`config.mk`:
```
export PLATFORM = sky130hd
export DESIGN_NAME = pixel_scan_ctrl
export DESIGN_NICKNAME = d
export VERILOG_FILES = /design/src/rtl/pixel_scan_ctrl.sv
export SDC_FILE = /design/constraint.sdc
export NUM_CORES = 1
export LEC_CHECK = 0
export BUFFER_PORTS_ARGS = -buffer_cell sky130_fd_sc_hd__buf_2
export CORE_MARGIN = 2
export CORE_UTILIZATION = 44
export DETAILED_ROUTE_END_ITERATION = 6
export SLEW_MARGIN = 20
export SYNTH_ARGS = -nofsm -noshare
export SYNTH_HDL_FRONTEND = slang
export SYNTH_SLANG_ARGS = --single-unit
```
`constraint.sdc`:
```
create_clock -name clk -period 7 [get_ports clk]
set_input_delay 0.7 -clock clk [delete_from_list [all_inputs] [get_ports clk]]
set_output_delay 0.7 -clock clk [all_outputs]
set_load 0.02 [all_outputs]
```
`src/rtl/pixel_scan_ctrl.sv`:
```
// rtl/pixel_scan_ctrl.sv - raster pixel issuer with fixed-latency shader return buffer
// Optional build macro: PIXEL_SCAN_CONTINUOUS_EN (re-scan frames back to back without start)
module pixel_scan_ctrl #(
   parameter int H_RES      = 640,
   parameter int V_RES      = 480,
   parameter int PIPE_LAT   = 8,
   parameter int FIFO_DEPTH = 16,
   localparam int CORDW     = 10
) (
   input  logic             clk,
   input  logic             rst,
   input  logic             start,
   output logic             busy,
   output logic             frame_done,
   output logic [CORDW-1:0] scan_x,
   output logic [CORDW-1:0] scan_y,
   output logic             scan_valid,
   input  logic [7:0]       shade_red,
   input  logic [7:0]       shade_green,
   input  logic [7:0]       shade_blue,
   output logic [CORDW-1:0] out_x,
   output logic [CORDW-1:0] out_y,
   output logic [7:0]       out_red,
   output logic [7:0]       out_green,
   output logic [7:0]       out_blue,
   output logic             out_sof,
   output logic             out_eol,
   output logic             out_valid,
   input  logic             out_ready
);

   localparam int AW   = $clog2(FIFO_DEPTH);
   localparam int CNTW = AW + 1;
   localparam int EW   = 2 * CORDW + 24;
   localparam logic [CORDW-1:0] X_LAST  = CORDW'(H_RES - 1);
   localparam logic [CORDW-1:0] Y_LAST  = CORDW'(V_RES - 1);
   localparam logic [CNTW:0]    DEPTH_C = (CNTW + 1)'(FIFO_DEPTH);

   typedef enum logic [1:0] {S_IDLE, S_SCAN, S_DRAIN} state_t;

   state_t           state;
   logic [CORDW-1:0] x, y;
   logic [CNTW-1:0]  in_flight, fifo_count;
   logic [AW-1:0]    wr_ptr, rd_ptr;
   logic [PIPE_LAT-1:0] dl_v;
   logic [CORDW-1:0] dl_x [PIPE_LAT];
   logic [CORDW-1:0] dl_y [PIPE_LAT];
   logic [EW-1:0]    mem [FIFO_DEPTH];
   logic [EW-1:0]    head;
   logic             issue, ret, push, pop, last_pop;

   // in_flight counts pixels committed at the issue decision, so the budget also
   // covers the pixel that appears on scan_valid one cycle later
   assign issue    = (state == S_SCAN) &&
                     (({1'b0, in_flight} + {1'b0, fifo_count}) < DEPTH_C);
   assign ret      = dl_v[PIPE_LAT-1];
   assign push     = ret;
   assign pop      = out_valid && out_ready;
   assign last_pop = pop && !push && (fifo_count == CNTW'(1)) && (in_flight == '0);

   assign busy      = (state != S_IDLE);
   assign out_valid = (fifo_count != '0);
   assign head      = mem[rd_ptr];
   assign out_x     = out_valid ? head[EW-1 -: CORDW]          : '0;
   assign out_y     = out_valid ? head[EW-CORDW-1 -: CORDW]    : '0;
   assign out_red   = out_valid ? head[23:16]                  : '0;
   assign out_green = out_valid ? head[15:8]                   : '0;
   assign out_blue  = out_valid ? head[7:0]                    : '0;
   assign out_sof   = out_valid && (out_x == '0) && (out_y == '0);
   assign out_eol   = out_valid && (out_x == X_LAST);

   // Frame sequencing, raster counters and registered scan outputs
   always_ff @(posedge clk or posedge rst) begin
      if (rst) begin
         state      <= S_IDLE;
         x          <= '0;
         y          <= '0;
         scan_x     <= '0;
         scan_y     <= '0;
         scan_valid <= 1'b0;
         frame_done <= 1'b0;
      end else begin
         frame_done <= 1'b0;
         scan_valid <= issue;
         if (issue) begin
            scan_x <= x;
            scan_y <= y;
         end
         case (state)
            S_IDLE: begin
               if (start) begin
                  state <= S_SCAN;
                  x     <= '0;
                  y     <= '0;
               end
            end
            S_SCAN: begin
               if (issue) begin
                  if (x == X_LAST) begin
                     x <= '0;
                     if (y == Y_LAST) begin
                        y     <= '0;
                        state <= S_DRAIN;
                     end else begin
                        y <= y + 1'b1;
                     end
                  end else begin
                     x <= x + 1'b1;
                  end
               end
            end
            S_DRAIN: begin
               if (last_pop) begin
                  frame_done <= 1'b1;
`ifdef PIXEL_SCAN_CONTINUOUS_EN
                  state <= S_SCAN;
                  x     <= '0;
                  y     <= '0;
`else
                  state <= S_IDLE;
`endif
               end
            end
            default: state <= S_IDLE;
         endcase
      end
   end

   // Valid bits of the shader delay line; stage PIPE_LAT-1 lines up with the returning colour
   always_ff @(posedge clk or posedge rst) begin
      if (rst) begin
         dl_v <= '0;
      end else begin
         dl_v[0] <= scan_valid;
         for (int i = 1; i < PIPE_LAT; i++) dl_v[i] <= dl_v[i-1];
      end
   end

   // Coordinates travel alongside the valid bits; they need no reset
   always_ff @(posedge clk) begin
      dl_x[0] <= scan_x;
      dl_y[0] <= scan_y;
      for (int i = 1; i < PIPE_LAT; i++) begin
         dl_x[i] <= dl_x[i-1];
         dl_y[i] <= dl_y[i-1];
      end
   end

   // Outstanding shader requests and return buffer occupancy
   always_ff @(posedge clk or posedge rst) begin
      if (rst) begin
         in_flight  <= '0;
         fifo_count <= '0;
         wr_ptr     <= '0;
         rd_ptr     <= '0;
      end else begin
         case ({issue, ret})
            2'b10:   in_flight <= in_flight + 1'b1;
            2'b01:   in_flight <= in_flight - 1'b1;
            default: in_flight <= in_flight;
         endcase
         case ({push, pop})
            2'b10:   fifo_count <= fifo_count + 1'b1;
            2'b01:   fifo_count <= fifo_count - 1'b1;
            default: fifo_count <= fifo_count;
         endcase
         if (push) wr_ptr <= wr_ptr + 1'b1;
         if (pop)  rd_ptr <= rd_ptr + 1'b1;
      end
   end

   // Return buffer storage, written with the colour in the cycle it arrives
   always_ff @(posedge clk) begin
      if (push) begin
         mem[wr_ptr] <= {dl_x[PIPE_LAT-1], dl_y[PIPE_LAT-1], shade_red, shade_green, shade_blue};
      end
   end

endmodule

```
# --- Yosys cells after proc, flatten, opt, wreduce, memory -nomap -nowiden ---
# Memory sizes are Yosys's and may differ from the RTL's.
# Index checks and enable logic that the tools add are counted.
classes:
  add_sub_neg: 9
  muxes: 25
  eq_ne: 15
  reduce_logical: 21
  magnitude_cmp: 1
ops:
  columns: ["operator", "n"]
  rows:
  - ["2-to-1 mux 10 bit", 8]
  - ["case mux 10 bit (2 select lines)", 2]
  - ["2-to-1 mux 8 bit", 3]
  - ["adder 10 x 1 -> 10 bit (second input constant)", 2]
  - ["equality test 10 bit (second input constant)", 2]
  - ["logical NOT 10 bit", 2]
  - ["case mux 5 bit (2 select lines)", 2]
  - ["adder 5 x 1 -> 5 bit (second input constant)", 2]
  - ["equality test 10 x 9 -> 1 bit (second input constant)", 1]
  - ["2-to-1 mux 2 bit", 5]
  - ["subtractor 5 x 1 -> 5 bit (second input constant)", 2]
  - ["adder 4 x 1 -> 4 bit (second input constant)", 2]
  - ["logical AND 1 bit", 8]
  - ["nonzero test 2 bit", 4]
  - ["adder 5 x 5 -> 6 bit", 1]
  - ["equality test 2 x 1 -> 1 bit (second input constant)", 3]
  - ["equality test 2 bit (second input constant)", 3]
  - ["less-than comparator 6 x 5 -> 1 bit (second input constant)", 1]
  - ["inequality test 2 bit (second input constant)", 3]
  - ["case mux 2 bit (3 select lines)", 1]
  - ["equality test 5 x 1 -> 1 bit (second input constant)", 1]
  - ["logical NOT 5 bit", 1]
  - ["AND reduction 5 bit", 1]
  - ["nonzero test 5 bit", 1]
  - ["6 further kinds", 10]
totals:
  n_memories: 3
  in_bits: 28
  ff_bits: 70
  word_cells: 86
  ram_bits: 864
  output_inout_bits: 70
mem_list:
  columns: ["name", "words", "word_bits", "read_ports", "rd_ports_with_merged_regs", "wr", "line", "text"]
  rows:
  - ["mem", 16, 44, 1, 0, 1, "48", "logic [EW-1:0] mem [FIFO_DEPTH];"]
  - ["dl_x", 8, 10, 8, 0, 8, "46", "logic [CORDW-1:0] dl_x [PIPE_LAT];"]
  - ["dl_y", 8, 10, 8, 0, 8, "47", "logic [CORDW-1:0] dl_y [PIPE_LAT];"]

# --- Depth between registers and ports, before layout ---
depth:
  ltp_word: 7
  mapped_depth: 15
  ltp_nobuf: 13

# --- Worst setup path before layout ---
# Ideal clock, no wire load.
synth_path:
  path_type: "reg2out"
  from: "reg rd_ptr[0]"
  to: "out out_sof"
  path_buffers: 3
  arrival_ns: 2.799
  path_slack_ns: 3.501
  required_ns: 6.300
  path_stages_with_launch: 9
  path_cell_list: "dfrtp_1 > buf_6 > buf_6 > buf_6 > mux4_2 > mux2i_1 > o22ai_1 > or4_1 > nor4_2"
synth_via:
  elab_cells_between_ends: 7
  classes_between: "mux: 2; reduce/logical: 4; memory: 1"
synth_lines:
  columns: ["item", "line", "text"]
  rows:
  - ["start: declaration", "44", "logic [AW-1:0] wr_ptr, rd_ptr;"]
  - ["start signal: assignment", "168", "if (pop) rd_ptr <= rd_ptr + 1'b1;"]
  - ["memory read (16 x 44 bit)", null, null]
  - ["2-to-1 mux 10 bit", "65", "assign out_y = out_valid ? head[EW-CORDW-1 -: CORDW] : '0;"]
  - ["net out_y[5]", "22", "output logic [CORDW-1:0] out_y,"]
  - ["logical NOT 10 bit", "69", "assign out_sof = out_valid && (out_x == '0) && (out_y == '0);"]
  - ["logical AND 1 bit", "69", null]
  - ["end: declaration", "26", "output logic out_sof,"]
# The timed path passes the listed nets, and every way through them passes these cells.

# --- Worst setup path after layout ---
layout_path:
  from: "reg rd_ptr[1]"
  to: "out out_eol"
layout_via:
  elab_chain_len: 4
layout_lines:
  columns: ["item", "line", "text"]
  rows:
  - ["memory read (16 x 44 bit)", null, null]
  - ["2-to-1 mux 10 bit", "64", "assign out_x = out_valid ? head[EW-1 -: CORDW] : '0;"]
  - ["equality test 10 bit", "70", "assign out_eol = out_valid && (out_x == X_LAST);"]
  - ["logical AND 1 bit", "70", null]
  - ["end: declaration", "27", "output logic out_eol,"]
# Every way passes these cells.

==> flow_metrics.py <==
metrics = {
    "worst_hold_path": {
        "whs_endpoint": "dl_y[0][24]$_DFF_P_",
        "hp-start": "dl_y[0][14]$_DFF_P_",
        "holdPathStages": 0,
        "hold_path_class": "reg -> reg",
    },
    "worst_setup_path": {
        "timing.critical_path.buf_inv": 2,
        "reg2reg_slack_ns": 3.45,
        "worstPathRequired_ns": 6.30,
        "end_kind": "primary output",
        "setup.worst_path.start_class": "register",
        "cpMostUsedCell": "mux4_2",
        "crit_arrival_ns": 4.45,
        "reg2reg_depth": 12,
        "timing.rr.start": "fifo_count[0]$_DFFE_PP0P_",
        "worstPathCellList": "buf_4, mux4_2, mux4_2, or3_1, nor4_2, buf_2",
        "slowest_delay_ns": 1.09,
        "rr_endpoint": "state[1]$_DFFE_PP0P_",
        "crit_slowest_cell": "dfrtp_4",
        "cp_max_fo": 67,
        "cpLargestDelayFamily": "flip-flops",
        "path_class": "reg -> out",
    },
    "clock_network": {
        "cts_made_buffers": 94,
        "cts_resized": 0,
        "hold_buffers": 0,
        "cts_tree": "done",
        "htreeDepth": 3,
        "cts.path.max_buffers": 3,
        "cts_num_sinks": 934,
        "cts-root-buf": "clkbuf_16",
        "clk_latency_ns": 0.66,
        "cts_setup_buffers": 0,
        "clk_pin_slew_worst_paths_ns": 0.06,
    },
    "synth": {
        "synth_nets": 1637,
        "netlist_area_um2": 33600,
        "synth_cell_type_count": 64,
        "ys.flop_type": "edfxtp_1",
        "avgSynthCellArea_um2": 21.2,
        "syn_inst": 1588,
        "synth_warnings": 0,
        "ys_ff_latch": 934,
        "async_flop_share": 0.0749,
        "synth_edf_count": 704,
        "seq_area_frac_synth": 0.776,
    },
    "floorplanning": {
        "initial_utilization": 0.444,
        "fp-row-count": 101,
        "core_um2": 75800,
        "fp.dieW_um": 280,
        "ios": 98,
        "die_area_um2": 78700,
        "chipHeight_um": 280,
    },
    "power_and_ir_drop": {
        "power_density_nw_per_um2": 444,
        "peakVddDrop_mv": 0.267,
        "total_leakage_power_nw": 13.2,
    },
    "cells_and_area": {
        "fill_cells": 6050,
        "nNetsFinal": 1792,
        "areaGrowthSynthToFinish_pct": 14.0,
        "drive_above_1_share": 0.286,
        "diodes": 0,
    },
    "drt": {
        "vias": 15400,
        "drtPass1Iterations": 5,
        "ant_nets": 0,
        "wl_per_cell_um": 24.7,
        "dr.first_iter.drc_count": 1123,
        "viasPerCell": 5.51,
        "remaining_drc_errors": 0,
        "wl_um": 69200,
    },
    "timing": {
        "clock.fmax_mhz": 194,
        "grt_setup_unrepaired": "no",
        "tns_ns": 0,
        "final_max_slew_viol_count": 0,
        "finalCriticalPeriod_ns": 5.15,
        "setup_viol_count_final": 0,
        "tightest_slew_ns": 1.04,
        "slew_headroom": 0.308,
        "hold_ws_ns": 0.320,
        "finalHoldViolCount": 0,
        "fin_skew_ns": 0.0248,
        "final.period_utilization": 0.736,
        "setup_ws_ns": 1.85,
    },
    "placed_design": {
        "dp_slack_ns": 2.39,
        "portBuffers": 97,
        "gp_congestion": 0.757,
        "hpwl_um": 34600,
    },
    "grt": {
        "grt_overflow": 0,
        "grt_pass1_wl_um": 103000,
        "antenna_found_initial": 1,
        "grt_pass1_vias": 16200,
        "grt_max_degree": 71,
        "track_usage": 0.179,
    },
    "run": {
        "cap_viol_max_count": 0,
    },
    "outcome": {
        "status": "finished clean",
    },
}
worst max path at each step:
stage	from	end	slack, ns	cells past startpoint
floorplan	rd_ptr[0]$_DFFE_PP0N_	out_sof	3.50	8
global placement	rd_ptr[0]$_DFFE_PP0N_	out_sof	2.40	7
detailed placement	rd_ptr[0]$_DFFE_PP0N_	out_sof	2.39	7
CTS	rd_ptr[0]$_DFFE_PP0N_	out_sof	1.68	7
global route	rd_ptr[1]$_DFFE_PP0N_	out_eol	1.57	6
finish	rd_ptr[1]$_DFFE_PP0N_	out_eol	1.85	6
layout by cell type, fill, tap and decap left out, types with 22 or more instances in the layout:
cell type,instances
clkinv_2,22
and2_1,31
dfrtp_1,67
clkbuf_16,98
mux2_2,29
dfxtp_1,160
mux4_2,180
mux2i_1,39
edfxtp_1,704
nor2_1,40
buf_2,97
buf_4,30
Yosys cell counts (18+ instances only):
| library cell | number | area [µm²] |
|---|---|---|
| and2_1 | 47 | 294 |
| buf_2 | 20 | 100 |
| clkbuf_1 | 30 | 113 |
| dfrtp_1 | 70 | 1750 |
| dfxtp_1 | 160 | 3200 |
| edfxtp_1 | 704 | 21100 |
| ha_1 | 20 | 250 |
| mux2_2 | 29 | 327 |
| mux2i_1 | 39 | 390 |
| mux4_2 | 180 | 4050 |
| nand2_1 | 21 | 78.8 |
| nand3_1 | 20 | 100 |
| nor2_1 | 40 | 150 |
| o21ai_0 | 18 | 90.1 |
| xnor2_1 | 18 | 158 |
stage by stage:
step | std cells | area, µm² | utilization | power (mW)
after floorplan | 1588 | 33600 | - | 10.7
after global placement | 2625 | 35200 | 0.464 | 12.1
after detailed placement | 2625 | 35200 | 0.464 | 12.3
after CTS | 2799 | 38300 | 0.506 | 17.3
after global routing | 2799 | 38400 | 0.506 | 17.8
final | 2799 | 38400 | 0.506 | 17.0
layer usage:
layer	global-route usage	routed length, µm	share of wire
met5	0	0	0
met4	0.0474	1390	0.020
met3	0.0413	3800	0.055
met2	0.298	34300	0.50
met1	0.237	29800	0.43
final cells by class:
| type | instances | area [µm²] | area share |
|---|---|---|---|
| clock buffers | 124 | 2640 | 0.0688 |
| multi-input cells | 568 | 7100 | 0.185 |
| well taps | 978 | 1220 | 0.0319 |
| repair buffers | 128 | 731 | 0.0191 |
| flip-flops and latches | 934 | 26100 | 0.681 |
| inverters | 17 | 63.8 | 0.00166 |
| clock inverters | 50 | 498 | 0.0130 |
power by group:
| part | switching (mW) | internal (mW) | total [mW] |
|---|---|---|---|
| registers | 0.534 | 6.79 | 7.32 |
| logic | 2.62 | 2.10 | 4.72 |
| clock network | 2.06 | 2.93 | 4.99 |
| total | 5.22 | 11.8 | 17.0 |
registers in the layout (all words and copies together) (netlist names), 5 cells and up:
| register | cells |
|---|---|
| mem | 704 |
| dl_x | 80 |
| dl_y | 80 |
| scan_x | 10 |
| scan_y | 10 |
| x | 10 |
| y | 10 |
| dl_v | 8 |
| fifo_count | 5 |
| in_flight | 5 |
logic make-up after synthesis:
group	Yosys count	synth area share
AOI/OAI and AO/OA	80	0.0166
buffers and inverters	86	0.0143
adders and majority gates	21	0.00803
DFF	934	0.776
muxes	257	0.149
xor gates and xnor gates	25	0.00651
and+or+nand+nor	185	0.0299
No activity file was read; power rests on OpenSTA's default activity.
